**src/rtl/bp_be_dcache_trace_driver.sv**
```systemverilog
// Trace-ROM driven dcache exerciser: issues packets and checks load data in order.
// Defining BP_BE_TRACE_DRIVER_TIMEOUT_EN adds a response watchdog.
module bp_be_dcache_trace_driver #(
    parameter int page_offset_width_p = 12,
    parameter int ptag_width_p        = 28,
    parameter int dword_width_p       = 64,
    // bp_be_dcache_pkt_width: rd_addr(5) + opcode(5) + page offset + data
    parameter int dcache_pkt_width_p  = 5 + 5 + page_offset_width_p + dword_width_p,
    parameter int rom_addr_width_p    = 10,
    parameter int max_outstanding_p   = 8,
    parameter int timeout_p           = 1024,
    localparam int entry_width_lp     = 2 + dcache_pkt_width_p + ptag_width_p + dword_width_p
) (
    input  logic                          clk_i,
    input  logic                          reset_n_i,
    output logic [rom_addr_width_p-1:0]   rom_addr_o,
    input  logic [entry_width_lp-1:0]     rom_data_i,
    output logic [dcache_pkt_width_p-1:0] dcache_pkt_o,
    output logic [ptag_width_p-1:0]       ptag_o,
    output logic                          v_o,
    input  logic                          ready_i,
    input  logic                          v_i,
    input  logic [dword_width_p-1:0]      data_i,
    output logic                          done_o,
    output logic                          error_o,
    output logic                          timeout_o,
    output logic [15:0]                   mismatch_count_o,
    output logic [1:0]                    state_o
);

    typedef enum logic [1:0] {e_run = 2'd0, e_drain = 2'd1, e_done = 2'd2} state_e;

    localparam logic [1:0] op_wait_lp = 2'b10;
    localparam logic [1:0] op_end_lp  = 2'b11;
    localparam int ptr_w_lp = $clog2(max_outstanding_p);
    localparam int cnt_w_lp = ptr_w_lp + 1;
    localparam logic [cnt_w_lp-1:0] max_out_lp = cnt_w_lp'(max_outstanding_p);
    localparam logic [rom_addr_width_p-1:0] last_pc_lp = '1;

    state_e                      state_q;
    logic [rom_addr_width_p-1:0] pc_q;
    logic [cnt_w_lp-1:0]         outstanding_q, outstanding_d;
    logic [ptr_w_lp-1:0]         wr_ptr_q, rd_ptr_q;
    logic                        done_q, error_q;
    logic [15:0]                 mismatch_q;
    logic [max_outstanding_p-1:0] sb_chk_q;
    logic [dword_width_p-1:0]    sb_data_q [max_outstanding_p];

    logic [1:0]               op;
    logic [dword_width_p-1:0] exp_data;
    logic                     push, pop, mismatch, advance, wd_fire;

    assign op       = rom_data_i[entry_width_lp-1 -: 2];
    assign exp_data = rom_data_i[dword_width_p-1:0];

    // Request handshake: a transfer happens on any cycle with v_o & ready_i high.
    // v_o never depends on ready_i and is forced low while reset is asserted.
    assign v_o  = reset_n_i && (state_q == e_run) && !op[1] && (outstanding_q < max_out_lp);
    assign push = v_o & ready_i;
    assign pop  = v_i & (outstanding_q != '0);
    assign mismatch = pop & sb_chk_q[rd_ptr_q] & (data_i != sb_data_q[rd_ptr_q]);
    assign advance  = push | ((state_q == e_run) && (op == op_wait_lp) && (outstanding_q == '0));
    assign outstanding_d = outstanding_q + cnt_w_lp'(push) - cnt_w_lp'(pop);

    assign rom_addr_o       = pc_q;
    assign dcache_pkt_o     = v_o ? rom_data_i[entry_width_lp-3 -: dcache_pkt_width_p] : '0;
    assign ptag_o           = v_o ? rom_data_i[dword_width_p +: ptag_width_p] : '0;
    assign done_o           = done_q;
    assign error_o          = error_q;
    assign mismatch_count_o = mismatch_q;
    assign state_o          = state_q;

    always_ff @(posedge clk_i) begin
        if (push) begin
            sb_chk_q[wr_ptr_q]  <= op[0];
            sb_data_q[wr_ptr_q] <= exp_data;
        end
    end

`ifdef BP_BE_TRACE_DRIVER_TIMEOUT_EN
    localparam int wd_w_lp = $clog2(timeout_p + 1);
    localparam logic [wd_w_lp-1:0] wd_last_lp = wd_w_lp'(timeout_p - 1);
    logic [wd_w_lp-1:0] wd_q;
    logic               wd_idle;
    logic               timeout_q;

    assign wd_idle   = (outstanding_q == '0) || v_i || (state_q == e_done);
    assign wd_fire   = !wd_idle && (wd_q == wd_last_lp);
    assign timeout_o = timeout_q;

    always_ff @(posedge clk_i or negedge reset_n_i) begin
        if (!reset_n_i) begin
            wd_q      <= '0;
            timeout_q <= 1'b0;
        end else begin
            wd_q <= wd_idle ? '0 : wd_q + wd_w_lp'(1);
            if (wd_fire) timeout_q <= 1'b1;
        end
    end
`else
    assign wd_fire   = 1'b0;
    assign timeout_o = 1'b0;
`endif

    always_ff @(posedge clk_i or negedge reset_n_i) begin
        if (!reset_n_i) begin
            state_q       <= e_run;
            pc_q          <= '0;
            outstanding_q <= '0;
            wr_ptr_q      <= '0;
            rd_ptr_q      <= '0;
            done_q        <= 1'b0;
            error_q       <= 1'b0;
            mismatch_q    <= '0;
        end else begin
            outstanding_q <= outstanding_d;
            if (push) wr_ptr_q <= wr_ptr_q + ptr_w_lp'(1);
            if (pop)  rd_ptr_q <= rd_ptr_q + ptr_w_lp'(1);
            // A response with nothing outstanding is a protocol error, not a data check
            if ((v_i && (outstanding_q == '0)) || mismatch) error_q <= 1'b1;
            if (mismatch && (mismatch_q != 16'hFFFF)) mismatch_q <= mismatch_q + 16'd1;
            case (state_q)
                e_run: begin
                    if (advance) begin
                        if (pc_q == last_pc_lp) state_q <= e_drain;
                        else                    pc_q    <= pc_q + rom_addr_width_p'(1);
                    end else if (op == op_end_lp) begin
                        state_q <= e_drain;
                    end
                end
                e_drain: begin
                    if (outstanding_q == '0) begin
                        state_q <= e_done;
                        done_q  <= 1'b1;
                    end
                end
                default: begin
                    state_q <= e_done;
                    done_q  <= 1'b1;
                end
            endcase
            if (wd_fire) begin
                state_q <= e_done;
                done_q  <= 1'b1;
                error_q <= 1'b1;
            end
        end
    end

endmodule
```
**config.mk**
```make
export PLATFORM = sky130hd
export DESIGN_NAME = bp_be_dcache_trace_driver
export DESIGN_NICKNAME = d
export VERILOG_FILES = /design/src/rtl/bp_be_dcache_trace_driver.sv
export SDC_FILE = /design/constraint.sdc
export NUM_CORES = 1
export LEC_CHECK = 0
export BUFFER_PORTS_ARGS = -buffer_cell sky130_fd_sc_hd__buf_2
export CAP_MARGIN = 20
export CORE_UTILIZATION = 53
export DETAILED_ROUTE_END_ITERATION = 12
export PLACE_DENSITY = 0.79
export SKIP_LAST_GASP = 1
export SYNTH_ARGS = -nofsm -noshare
export SYNTH_HDL_FRONTEND = slang
export SYNTH_SLANG_ARGS = --single-unit
```
**constraint.sdc**
```tcl
create_clock -name clk_i -period 14.93 [get_ports clk_i]
set_input_delay 1.493 -clock clk_i [delete_from_list [all_inputs] [get_ports clk_i]]
set_output_delay 1.493 -clock clk_i [all_outputs]
set_load 0.1 [all_outputs]
```
Yosys cells after proc, flatten, opt, wreduce, memory -nomap -nowiden
Memory sizes are Yosys's and may differ from the RTL's.
Index checks and enable logic that the tools add are counted.

cells by class
  add/subtract/negate cells = 6
  multiply operators = 0
  divide/modulo/power cells = 0
  $lt $le $gt $ge = 4
  equality and inequality tests = 9
  shift operators = 0
  muxes and demuxes = 16
  bitwise operators = 7
  reductions and logical operators = 16

operators with widths
  cell                                                count
  two-way mux 86 bit                                  1
  != test 64 bit                                      1
  two-way mux 28 bit                                  1
  adder 16 x 1 -> 16 bit, second input constant       1
  != test 16 bit, second input constant               1
  adder 10 x 1 -> 10 bit, second input constant       1
  equality test 10 bit, second input constant         1
  bitwise mux 8 bit                                   1
  logical AND 1 bit                                   8
  < comparator 3 x 4 -> 1 bit, second input constant  2
  two-way mux 2 bit                                   4
  adder 3 x 1 -> 3 bit, second input constant         2
  != test 3 x 2 -> 1 bit, second input constant       2
  AND reduction 3 bit                                 2
  two-way mux 1 bit                                   5
  adder 4 x 1 -> 4 bit                                1
  bitwise AND 1 bit                                   4
  equality test 2 bit, second input constant          2
  zero test 4 bit                                     1
  < comparator 4 bit, second input constant           1
  case mux 2 bit (2 select lines)                     1
  nonzero test 4 bit                                  1
  subtractor 4 x 1 -> 4 bit                           1
  binary-select mux 1 bit (select 3 bit)              1
  11 further kinds                                    12

word-level totals
  flip-flop bits (word level) = 48
  latch bits = 0
  bits in writable memories = 512
  ROM bits = 0
  input port bits = 248
  logic and storage cells = 68
  memories = 1

memories
  name       words  width  read ports  clocked after Yosys merged registers in  wr ports  RTL line  RTL
  sb_data_q  8      64     1           0                                        1         47        logic [dword_width_p-1:0] sb_data_q [max_outstanding_p];

Logic depth before layout (Yosys ltp)
  depth in word-level cells = 8
  depth in mapped cells = 15
  gate-level depth less buffers = 11

Worst setup path after synthesis
No wires, ideal clock.

  path type = input to register
  start point = in rom_data_i[179]
  end point = reg sb_chk_q[0] (enable)
  setup time = 0.651 ns
  data arrival time = 9.842 ns
  required time = 14.279 ns
  path slack = 4.437 ns
  stages = 5
  cells stage by stage = nor4_1 -> and2_1 -> clkbuf_1 -> nand2_1 -> nor4_1

on the way
  cells in the longest elaborated chain, start to end = 4

RTL lines
  element                          RTL line  RTL
  start, declared                  17        input logic [entry_width_lp-1:0] rom_data_i,
  zero test 1 bit                  58        assign v_o = reset_n_i && (state_q == e_run) && !op[1] && (outstanding_q < max_out_lp);
  logical AND 1 bit (2 in series)  58
  named net v_o                    20        output logic v_o,
  bitwise AND 1 bit                59        assign push = v_o & ready_i;
  end signal, assigned by index    75        sb_chk_q[wr_ptr_q] <= op[0];
  end, declared                    46        logic [max_outstanding_p-1:0] sb_chk_q;

The timed path passes the listed nets, and every way through them passes these cells.
A chain may end at the register's enable or synchronous reset.

Final worst setup path
  start point = reg rd_ptr_q[0]
  end point = reg mismatch_q[1] (netlist: mismatch_count_o[1])

on the way
  cells in the longest elaborated chain, start to end = 5

RTL lines
  element                                                           RTL line  RTL
  start, declared                                                   43        logic [ptr_w_lp-1:0] wr_ptr_q, rd_ptr_q;
  start signal, assigned                                            118       if (pop) rd_ptr_q <= rd_ptr_q + ptr_w_lp'(1);
  branches (longest 3 deep; another with memory read (8 x 64 bit))  n/a
  bitwise AND 1 bit *                                               61        assign mismatch = pop & sb_chk_q[rd_ptr_q] & (data_i != sb_data_q[rd_ptr_q]);
  logical AND 1 bit *                                               121       if (mismatch && (mismatch_q != 16'hFFFF)) mismatch_q <= mismatch_q + 16'd1;
  end signal, assigned                                              121
  end, declared                                                     45        logic [15:0] mismatch_q;

Mark *: on every way between the ends. The select of a mux whose other input is x is not followed.

==> metrics.sh <==
YOSYS-TOP-CELLS-COUNT='sky130_fd_sc_hd__edfxtp_1, sky130_fd_sc_hd__and3_1, sky130_fd_sc_hd__mux4_2'
SETUP_TNS_PS=0
CORE.ROWCOUNT=75
WORSTSETUPENDPOINTTYPE='flip-flop'
WORST_SETUP_HOLD_PATH_CLK_SLEW_PS=60
DR_WL_CELL_UM=28.4
TIMING.HOLD.WORST.CLASS='flip-flop to flip-flop'
STATUS='finished clean'
VIAS=13000
CLOCK_PATH_BUFFERS=3
REMAINING_DRC_ERRORS=0
IO-PIN-COUNT=394
NUMBER_OF_GLOBAL_ROUTE_VIAS_BEFORE_REPAIR=12600
WORST_SKEW_PAIR_LATENCY_PS=630
TIGHTEST_PIN_TRANSITION_PS=1150
ROUTE.DETAILED.VIAS_PER_INST=5.84
TRITONCTS.NUM_BUFFERS=53
CP-START-KIND='flip-flop'
SEQUENTIAL_SHARE_OF_THE_SYNTHESIZED_AREA=0.724
DRT-TOTAL-WL_MM=63.4
SYN_AREA_UM2=22900
SWITCHING_POWER_uW=1500
YOSYSMOSTFREQUENTCELL='sky130_fd_sc_hd__edfxtp_1'
DIE_H_UM=210
ARRIVAL_TIME_OF_DATA_AT_THE_CRITICAL_PATH_ENDPOINT_PS=6170
SYNTHESIZED_FLOP_AND_LATCH_TOTAL=560
POWER_LEAKAGE_uW=0.0104
GRT_PASS1_WL_MM=88.3
FINAL_LAYOUT_SIZE_SUFFIX_GT1_FRAC=0.382
SWSHARE=0.330
FP.DIEAREA_UM2=44100
CTS_HOLD_BUFFERS=0
CTSROOTBUFFERMASTER='sky130_fd_sc_hd__clkbuf_16'
IR_DROP_mV=0.137
GRT_SETUP_UNREPAIRED='false'
GRT_MAX_DEGREE=115
DIEWIDTH_UM=210
MAX_SLEW_VIO_COUNT=0
FINISH.UTILIZATION=0.643
ITERATION_0_DRC_MARKERS=1301
POST_SYNTH_NUM_CELL_TYPES=42
DETAILED_PLACE_HPWL_MM=43.4
FLOORPLAN.CORE_AREA_UM2=42300
TOP_AREA_CELLS_IN_THE_SYNTHESIZED_NETLIST='sky130_fd_sc_hd__edfxtp_1, sky130_fd_sc_hd__mux4_2, sky130_fd_sc_hd__dfrtp_1'
SYNTH.NET_COUNT=1457
SYNTH-WARNING-COUNT=0
SYNTH_AREA_PER_CELL_UM2=19.1
TRITONCTS='built'
TIMING_WORST_SETUP_PATH_TYPE='flip-flop to flip-flop'
TIMING_HOLD_VIOLATIONS_FINAL=0
IO_BUFFER_COUNT=392
POWER.DENSITY_nW_PER_UM2=167
WORST_CLOCK_SKEW_PS=26.5
CLOCK.FMAX_MHz=176
INITIAL_CORE_UTIL=0.542
SLEW-LIMIT-HEADROOM=0.236
MAX_CAP_VIOLATIONS=0
NETLIST_INSTANCES=1199
PERIOD_NEEDED_PS=5670
ROUTABILITY_CONGESTION_ESTIMATE_FROM_GLOBAL_PLACEMENT=0.955
TOTAL_NUMBER_OF_H_TREE_LEVELS=2
SYNTH_ENABLE_FLOP_CELLS=520
SYNTH_TOP_CELL_BY_AREA='sky130_fd_sc_hd__edfxtp_1'
CTS_RESIZED=0
GLOBAL_ROUTE.USAGE.TOTAL=0.287
REQUIRED_TIME_WORST_ENDPOINT_PS=15420
POSTSYNTH.TOPFLOPCELL='sky130_fd_sc_hd__edfxtp_1'
P_INT_uW=3050
COMBINATIONAL_FRACTION_OF_DESIGN_POWER=0.307
YOSYS_TOP_CELL_AREA_SHARE=0.681
ANT_NETS=0
CRITICAL_PATH.MAX_FANOUT=50
SETUP-VIOLATIONS-FINAL=0
POSTCTSSETUPBUFFERS=0
DRT_PASS1_ITERATIONS=5
SYNTH_ASYNC_SR_FLOP_SHARE=0.0714
FRACTION_OF_POWER_CONSUMED_BY_THE_CLOCK_NETWORK=0.286
SEQ_POWER_SHARE=0.407
AREA_GROWTH_SYN_TO_LAYOUT_PCT=18.7
GRT_OVERFLOW=0
INITIAL_ANTENNA_VIOLATION_COUNT=29
POST_LAYOUT_NET_COUNT=1857
CTS_SINKS=560
LAYOUT_WORST_PATH_CYCLE_SHARE=0.380
[stage by stage]
step / hold slack [ps] / cells / power, µW / cell area, µm² / worst slack, ps
floorplan: 480 / 1199 / 2970 / 22900 / 4440
global placement: 471 / 2120 / 3260 / 25500 / 9270
detailed placement: 482 / 2120 / 3290 / 25500 / 9220
CTS: 490 / 2220 / 4590 / 27200 / 9200
global route: 503 / 2224 / 4720 / 27200 / 8860
finish: 493 / 2229 / 4550 / 27200 / 9260
[cell families (layout without fill, tap and decap cells)]
kind of cell               Yosys count  after routing  share of synthesized area
muxes                              196            196                      0.152
DFF                                560            560                      0.724
buffers and inverters               72            517                     0.0158
adders and majority gates           10             10                    0.00578
other                                1              9                   0.000164
and+or+nand+nor                    249            249                     0.0610
AOI/OAI and AO/OA                   19             19                    0.00529
xor gates and xnor gates            92             92                     0.0351
[cell usage in the layout (no fill, tap or decap), types with 9 or more instances in the layout]
cell type                   Yosys  routed
sky130_fd_sc_hd__nand2b_1      12      12
sky130_fd_sc_hd__and3_1       122     122
sky130_fd_sc_hd__edfxtp_1     520     520
sky130_fd_sc_hd__nor2_1        16      13
sky130_fd_sc_hd__clkinv_1       0      12
sky130_fd_sc_hd__xnor2_1       52      52
sky130_fd_sc_hd__nor4_1        13      11
sky130_fd_sc_hd__clkinv_2       0      14
sky130_fd_sc_hd__clkbuf_16      0      53
sky130_fd_sc_hd__buf_4          4      18
sky130_fd_sc_hd__xor2_1        40      40
sky130_fd_sc_hd__clkbuf_1      32       9
sky130_fd_sc_hd__mux4_2       122     122
sky130_fd_sc_hd__mux2i_1       71      71
sky130_fd_sc_hd__ha_1           9       9
sky130_fd_sc_hd__nand2_1       41      41
sky130_fd_sc_hd__dfrtp_1       40      37
sky130_fd_sc_hd__nand3_1       17      17
sky130_fd_sc_hd__buf_2         15     391
[routing by layer]
metal | share of wire | GRT usage | vias to the layer above
met1 | 0.36 | 0.351 | 6632
li1 | - | - | 5620
met3 | 0.070 | 0.0605 | 144
met4 | 0.052 | 0.159 | 20
met5 | 0.0020 | 0 | -
met2 | 0.51 | 0.481 | 600
[cell type report]
class | instances | area [µm²]
tap | 577 | 722
antenna | 8 | 20.0
timing repair buffer | 410 | 2120
fill | 2918 | 15100
sequential | 560 | 16600
clock inverter | 38 | 333
clock buffer | 62 | 1360
inverter | 7 | 26.3
multi-input combinational | 567 | 6010
[final timing paths]
path	start	endpoint	slack, ps	depth (start not counted)
worst max register to register	rd_ptr_q[0]$_DFFE_PN0P_	mismatch_count_o[1]$_DFFE_PN0P_	9260	10
worst max-delay path	rd_ptr_q[0]$_DFFE_PN0P_	mismatch_count_o[1]$_DFFE_PN0P_	9260	10
min in group asynchronous	reset_n_i	wr_ptr_q[1]$_DFFE_PN0P_	820	1
worst min register to register	rom_addr_o[5]$_DFFE_PN0P_	rom_addr_o[5]$_DFFE_PN0P_	490	1
worst min-delay path	rom_addr_o[5]$_DFFE_PN0P_	rom_addr_o[5]$_DFFE_PN0P_	490	1
max in group asynchronous	reset_n_i	mismatch_count_o[0]$_DFFE_PN0P_	12880	2
[state kept, by name, indices dropped and copies added (netlist names)]
register / count
sb_chk_q: 8
wr_ptr_q: 3
error_o: 1
outstanding_q: 4
sb_data_q: 512
done_o: 1
rom_addr_o: 10
rd_ptr_q: 3
state_o: 2
mismatch_count_o: 16
[worst max-delay path: stages (launching register included)]
cell and delay (ps):
sky130_fd_sc_hd__dfrtp_4 740, sky130_fd_sc_hd__buf_4 800, sky130_fd_sc_hd__buf_4 870, sky130_fd_sc_hd__mux4_2 610
sky130_fd_sc_hd__mux2i_1 200, sky130_fd_sc_hd__xnor2_1 90, sky130_fd_sc_hd__nor4_1 440, sky130_fd_sc_hd__nand3_1 190
sky130_fd_sc_hd__or4_1 900, sky130_fd_sc_hd__and2_4 300, sky130_fd_sc_hd__mux2_4 290
[power by group through the flow]
| stage | combinational (µW) | clock [µW] | sequential [µW] |
|---|---|---|---|
| floorplan | 1040 | 0 | 1930 |
| detailed placement | 1400 | 0 | 1890 |
| finish | 1400 | 1300 | 1850 |
| global route | 1480 | 1380 | 1860 |
| CTS | 1410 | 1320 | 1850 |
| global placement | 1380 | 0 | 1880 |
Note: power is estimated with default switching activity, not from simulation.
